`config.mk`:
```
export PLATFORM = sky130hd
export DESIGN_NAME = energy_calc_ctrl
export DESIGN_NICKNAME = d
export VERILOG_FILES = /design/src/rtl/energy_calc_ctrl.sv
export SDC_FILE = /design/constraint.sdc
export NUM_CORES = 1
export LEC_CHECK = 0
export ABC_AREA = 1
export CORE_AREA = 2 2 222 224
export CTS_CLUSTER_DIAMETER = 30
export DETAILED_ROUTE_END_ITERATION = 10
export DIE_AREA = 0 0 224 226
export HOLD_SLACK_MARGIN = 0.03
export MAX_ROUTING_LAYER = met4
export PLACE_DENSITY = 0.63
export SYNTH_ARGS = -nofsm -noshare
export SYNTH_HDL_FRONTEND = slang
export SYNTH_SLANG_ARGS = --single-unit
```
`constraint.sdc`:
```
create_clock -name clk_i -period 20.7 [get_ports clk_i]
set_input_delay 2.07 -clock clk_i [delete_from_list [all_inputs] [get_ports clk_i]]
set_output_delay 2.07 -clock clk_i [all_outputs]
set_load 0.005 [all_outputs]
```
`src/rtl/energy_calc_ctrl.sv`:
```
// energy_calc_ctrl: walks every spin index once, fetching its weight row
// and accumulating the per-spin local energy into a signed total.
//
// Ports:
//   clk_i, rst_i              clock, async active-high reset
//   spin_valid_i/ready_o      spin vector handshake, spin_i payload
//   weight_ren_o/raddr_o      one-cycle row read request and row index
//   weight_rvalid_i           row data valid; local_energy_i is then valid
//   calc_spin_o               latched spin vector to the datapath
//   calc_current_spin_o       latched spin bit at the current index
//   energy_o/valid_o/ready_i  total energy handshake
//   busy_o                    high whenever not idle
module energy_calc_ctrl #(
  parameter int DATASPIN         = 256,
  parameter int LOCAL_ENERGY_BIT = 16,
  parameter int ENERGY_TOTAL_BIT = 32,
  parameter int ADDRW            =
    (DATASPIN > 1) ? $clog2(DATASPIN) : 1
) (
  input  logic                               clk_i,
  input  logic                               rst_i,
  input  logic                               spin_valid_i,
  output logic                               spin_ready_o,
  input  logic [DATASPIN-1:0]                spin_i,
  output logic                               weight_ren_o,
  output logic [ADDRW-1:0]                   weight_raddr_o,
  input  logic                               weight_rvalid_i,
  output logic [DATASPIN-1:0]                calc_spin_o,
  output logic                               calc_current_spin_o,
  input  logic signed [LOCAL_ENERGY_BIT-1:0] local_energy_i,
  output logic signed [ENERGY_TOTAL_BIT-1:0] energy_o,
  output logic                               energy_valid_o,
  input  logic                               energy_ready_i,
  output logic                               busy_o
);

  typedef enum logic [1:0] {
    IDLE,
    REQ,
    WAIT,
    DONE
  } state_t;

  localparam logic [ADDRW-1:0] LAST_IDX =
    ADDRW'(DATASPIN - 1);

  state_t                             state;
  logic [ADDRW-1:0]                   idx;
  logic [DATASPIN-1:0]                spin_q;
  logic signed [ENERGY_TOTAL_BIT-1:0] acc;
  logic signed [ENERGY_TOTAL_BIT-1:0] le_ext;
  logic signed [ENERGY_TOTAL_BIT-1:0] acc_sum;

  // Size cast of a signed operand sign-extends the local energy.
  assign le_ext  = ENERGY_TOTAL_BIT'(local_energy_i);
  assign acc_sum = acc + le_ext;

  assign calc_spin_o         = spin_q;
  assign calc_current_spin_o = spin_q[idx];
  assign weight_raddr_o      = idx;

  always_ff @(posedge clk_i or posedge rst_i) begin
    if (rst_i) begin
      state          <= IDLE;
      idx            <= '0;
      acc            <= '0;
      spin_q         <= '0;
      weight_ren_o   <= 1'b0;
      energy_o       <= '0;
      energy_valid_o <= 1'b0;
      busy_o         <= 1'b0;
      spin_ready_o   <= 1'b0;
    end else begin
      unique case (state)
        IDLE: begin
          spin_ready_o <= 1'b1;
          if (spin_valid_i && spin_ready_o) begin
            spin_q       <= spin_i;
            idx          <= '0;
            acc          <= '0;
            weight_ren_o <= 1'b1;
            busy_o       <= 1'b1;
            spin_ready_o <= 1'b0;
            state        <= REQ;
          end
        end
        REQ: begin
          weight_ren_o <= 1'b0;
          state        <= WAIT;
        end
        WAIT: begin
          if (weight_rvalid_i) begin
            acc <= acc_sum;
            if (idx == LAST_IDX) begin
              // Publish the final sum directly so it
              // appears together with valid.
              energy_o       <= acc_sum;
              energy_valid_o <= 1'b1;
              state          <= DONE;
            end else begin
              idx          <= idx + 1'b1;
              weight_ren_o <= 1'b1;
              state        <= REQ;
            end
          end
        end
        DONE: begin
          if (energy_ready_i) begin
            energy_valid_o <= 1'b0;
            busy_o         <= 1'b0;
            spin_ready_o   <= 1'b1;
            state          <= IDLE;
          end
        end
        default: begin
          state <= IDLE;
        end
      endcase
    end
  end

endmodule

```
# Word-level counts from Yosys, hierarchy flattened
# Index checks and enable logic that the tools add are counted.
# totals
reg_bits,334
input_bits,277
out_inout_bits,301
wordCells,62
# classes
n_addsub,2
magnitude_cmp,1
eq_ne,9
mux,26
n_reduce_logical,15
# op_table
op,count
$mux W32,2
$pmux W32 S2,1
$add A32 B16 Y32,1
$mux W8,3
$pmux W8 S2,1
$reduce_and A3 Y1,4
$reduce_and A4 Y1,3
$ne A2 B2 Y1 const B,5
$lt A8 B9 Y1 const B,1
$mux W1,9
$add A8 B1 Y8 const B,1
$bmux W1 S8,1
$eq A8 B8 Y1 const B,1
$mux W2,4
$pmux W2 S4,1
$pmux W1 S2,3
$reduce_bool A2 Y1,3
$eq A2 B2 Y1 const B,2
$reduce_and A2 Y1,2
$pmux W1 S3,1
$reduce_bool A3 Y1,1
$eq A2 B1 Y1 const B,1
$logic_not A2 Y1,1
$logic_and A1 B1 Y1,1

# Longest topological paths before layout
# logic_depth
ltp_word,4
ltp_mapped,16
depth_no_buf,14

# Least setup slack after synthesis
# OpenSTA, ideal clock, no wires.
# synth_path
kind,input-to-reg
startpoint,in local_energy_i[0]
endpoint,reg acc[20]
t_arrival_ps,3529
slack_ps,17053
stages,12
cell_sequence,ha_1 > fa_1 > nand3_1 > nand3_1 > nand2_1 > o211ai_1 > nand2_1 > nand2_1 > nand3_1 > nand3_1 > nand3_1 > nand2_1
# synth_between
elab_chain_cells,3
# synth_lines
element,line,source
"start, declared",30,"input logic signed [LOCAL_ENERGY_BIT-1:0] local_energy_i,"
$add A32 B16 Y32,56,assign acc_sum = acc + le_ext;
$mux W32,92,if (weight_rvalid_i) begin
$pmux W32 S2,74,unique case (state)
"end signal, assigned",93,acc <= acc_sum;
"end, declared",50,logic signed [ENERGY_TOTAL_BIT-1:0] acc;
# No other way between the ends. The select of a mux whose other input is x is not followed.
# A chain may end at the register's enable or synchronous reset.

# Final worst setup path
# layout_path
startpoint,"reg idx[0], in the netlist weight_raddr_o[0]"
endpoint,out calc_current_spin_o
# layout_between
elab_chain_cells,2
# layout_lines
element,line,source
"start, declared",48,logic [ADDRW-1:0] idx;
"start signal, assigned",101,idx <= idx + 1'b1;
$bmux W1 S8,59,assign calc_current_spin_o = spin_q[idx];
$mux W1 (implied by the code),59,
"end, declared",29,"output logic calc_current_spin_o,"
# No other way between the ends. The select of a mux whose other input is x is not followed.

==> out/metrics.cfg <==
[cts]
cts_buffers = 85
cts_tree = done
clk_root_buffer_cell = clkbuf_16
cts-resized-gates = 0
insertion_delay_ns = 0.61
ctsLongestPathBuffers = 3
clkSinkCount = 334
htree_levels = 3
cts.clk_slew.worst_paths_ns = 0.04
cts_setup_buffers = 0
cts_hold_buf = 0

[placed_design]
placed_cell_area_mm2 = 0.0233
dp_hpwl_um = 55300
gp_congestion = 0.976
io_buffer_count = 577
dpl.cell_count = 3408

[timing]
worst_clock_skew_ns = 0.0197
hold_violations = 0
finalSetupViolCount = 0
final.period_utilization = 0.292
fmax_ghz = 0.165
rsz0062_at_grt = false
worstMarginPinSlew_ns = 1.07
setup_tns_ns = 0
period_needed_ns = 6.05
max-slew-margin-rel = 0.288
slew_violations = 0

[power]
power_density_mw_per_mm2 = 163
ir_worst_vdd_uv = 76.1
cellLeakagePower_nw = 12.4

[worst_setup_path]
crit_type = reg2out
critical_path.most_common_cell = nand3_1
slowest_stage = inv_4
critical_path_arrival_ns = 3.98
start_kind = flip-flop
cp.required_ns = 18.63
cp_max_fo = 81
r2r_cells = 6
timing.rr.end = calc_spin_o[135]
cp.depth = 10
crit_chain = inv_4 -> o21ai_0 -> nand3_1 -> nand3_1 -> a21oi_1 -> nor2_1 -> nand2_1 -> nand3_1 -> nand2_1 -> clkdlybuf4s50_1
r2r_slack_ns = 16.62
critPathCaptureType = primary output
r2r_start = state[1]
critical-path-max-stage-delay_ns = 0.75
path_buf_inv = 2
path_delay_family = buffers and inverters

[run]
max_cap_viol_count = 0

[logic_synthesis]
yosys-top-cells-area = dfrtp_1 49%, nand2_1 20%, o21ai_0 7.2%
yosysWarnings = 0
yosysTopAreaCellShare = 0.487
synth-edff-count = 0
syn_avg_cell_area_um2 = 7.43
syn_inst = 2309
yosys-top-cells-count = 913 x nand2_1, 334 x dfrtp_1, 247 x o21ai_0
synth_top_area_cell = dfrtp_1
yosysMostFrequentCell = nand2_1
seq_area_frac_synth = 0.487
synthArstFlopShare = 1.00
synth_nets = 2619
synthDistinctLibCells = 38
synth_area_mm2 = 0.0172
synth_seq_cells = 334
synth_flop_cell = dfrtp_1

[route]
vias = 18000
drc = 0
viasPerCell = 5.04
drt-total-wl_um = 75500
ant_nets = 0
wl_per_cell_um = 21.1
drt_iter0_drc = 1522
drt_first_pass_iters = 5

[finish]
final_cells = 3568
fin_area_mm2 = 0.0264
area_growth_pct = 53.8
final_core_util = 0.546
layout-drive-gt1-share = 0.0609
nets = 3183

[floorplanning]
core_region_area_mm2 = 0.0483
initial_core_util = 0.355
die_area_mm2 = 0.0506
die_h_um = 226
num_rows = 81
fp.dieW_um = 224
io_pins = 578

[global_route]
grt_max_degree = 153
grt_pass1_vias = 18100
grt_pass1_wl_um = 112000
antenna_found_initial = 8
grt_overflow = 0
grt_usage = 0.303

[outcome]
status = finished clean

[hold_path]
holdPathEnd = weight_ren_o
min_path_cells = 1
hp-class = reg2reg
min_from = weight_ren_o

## how the worst max path moves through the flow
stage                       from             endpoint  slack, ns
5_1_grt        weight_raddr_o[0]  calc_current_spin_o      14.49
3_3_place_gp        spin_valid_i     calc_spin_o[162]      14.94
2_1_floorplan              rst_i               acc[0]       9.38
6_report       weight_raddr_o[0]  calc_current_spin_o      14.65
3_5_place_dp        spin_valid_i     calc_spin_o[174]      14.80
4_1_cts        weight_raddr_o[0]  calc_current_spin_o      14.68
## stage by stage
stage          worst slack [ns]  total power [mW]  hold slack [ns]
2_1_floorplan              9.38              1.94            0.453
3_3_place_gp              14.94              2.87            0.466
3_5_place_dp              14.80              2.90            0.470
4_1_cts                   14.68              4.33            0.481
5_1_grt                   14.49              4.56            0.489
6_report                  14.65              4.30            0.476
## power by group
group	switching (mW)	leakage, nW	internal (mW)
Clock	0.422	1.48	0.984
Sequential	0.227	4.20	0.931
Combinational	0.960	6.74	0.779
## state kept, by name (all words and copies together) (netlist names)
register        cells
spin_ready_o        1
weight_raddr_o      8
acc                32
energy_valid_o      1
calc_spin_o       256
weight_ren_o        1
state               2
energy_o           32
busy_o              1
## placed cells by master, fill, tap and decap left out, types with 5 or more instances in the layout
| cell | netlist | layout |
|---|---|---|
| ha_1 | 32 | 32 |
| clkbuf_1 | 33 | 7 |
| nand2_1 | 913 | 913 |
| a21oi_1 | 72 | 72 |
| clkbuf_16 | 0 | 86 |
| clkinv_2 | 0 | 11 |
| clkinv_4 | 0 | 5 |
| nand3b_1 | 7 | 7 |
| bufinv_16 | 0 | 14 |
| clkinvlp_4 | 0 | 8 |
| xnor2_1 | 11 | 11 |
| o211ai_1 | 29 | 29 |
| diode_2 | 0 | 8 |
| dfrtp_1 | 334 | 332 |
| clkdlybuf4s50_1 | 0 | 577 |
| clkbuf_8 | 0 | 15 |
| buf_4 | 5 | 13 |
| nor2_1 | 99 | 98 |
| inv_1 | 214 | 213 |
| nand3_1 | 185 | 184 |
| o21ai_0 | 247 | 247 |
| nor3_1 | 8 | 8 |
| nand4_1 | 7 | 7 |
## area by class of cell
cell class / count / area (um^2)
diodes: 8 / 20.0
clock buffers: 108 / 2380
clock inverters: 44 / 679
fillers: 4566 / 21900
inverters: 222 / 851
multi-input cells: 1639 / 7440
flip-flops and latches: 334 / 8370
well taps: 622 / 778
repair buffers: 591 / 5890
## cell families after synthesis
logic type	count (synthesis)	share of synthesized area
DFF	334	0.487
buffers and inverters	336	0.0808
AOI/OAI and AO/OA	360	0.111
adders and majority gates	33	0.0245
xor gates and xnor gates	14	0.00714
and+or+nand+nor	1232	0.290
## worst register-to-register path: cells and delay by family (launching register included)
family / cells / cell delay [ns]
AO/OA/AOI/OAI: 1 / 0.25
AND/OR/NAND/NOR: 2 / 0.84
buffers and inverters: 3 / 2.40
flip-flops: 1 / 0.42
## metal layers
layer  part of all wire  track usage
met1               0.41        0.363
met2               0.49        0.505
met5                  0            -
met3              0.061       0.0559
met4              0.037        0.125
Power figures use the tool's default switching activity.
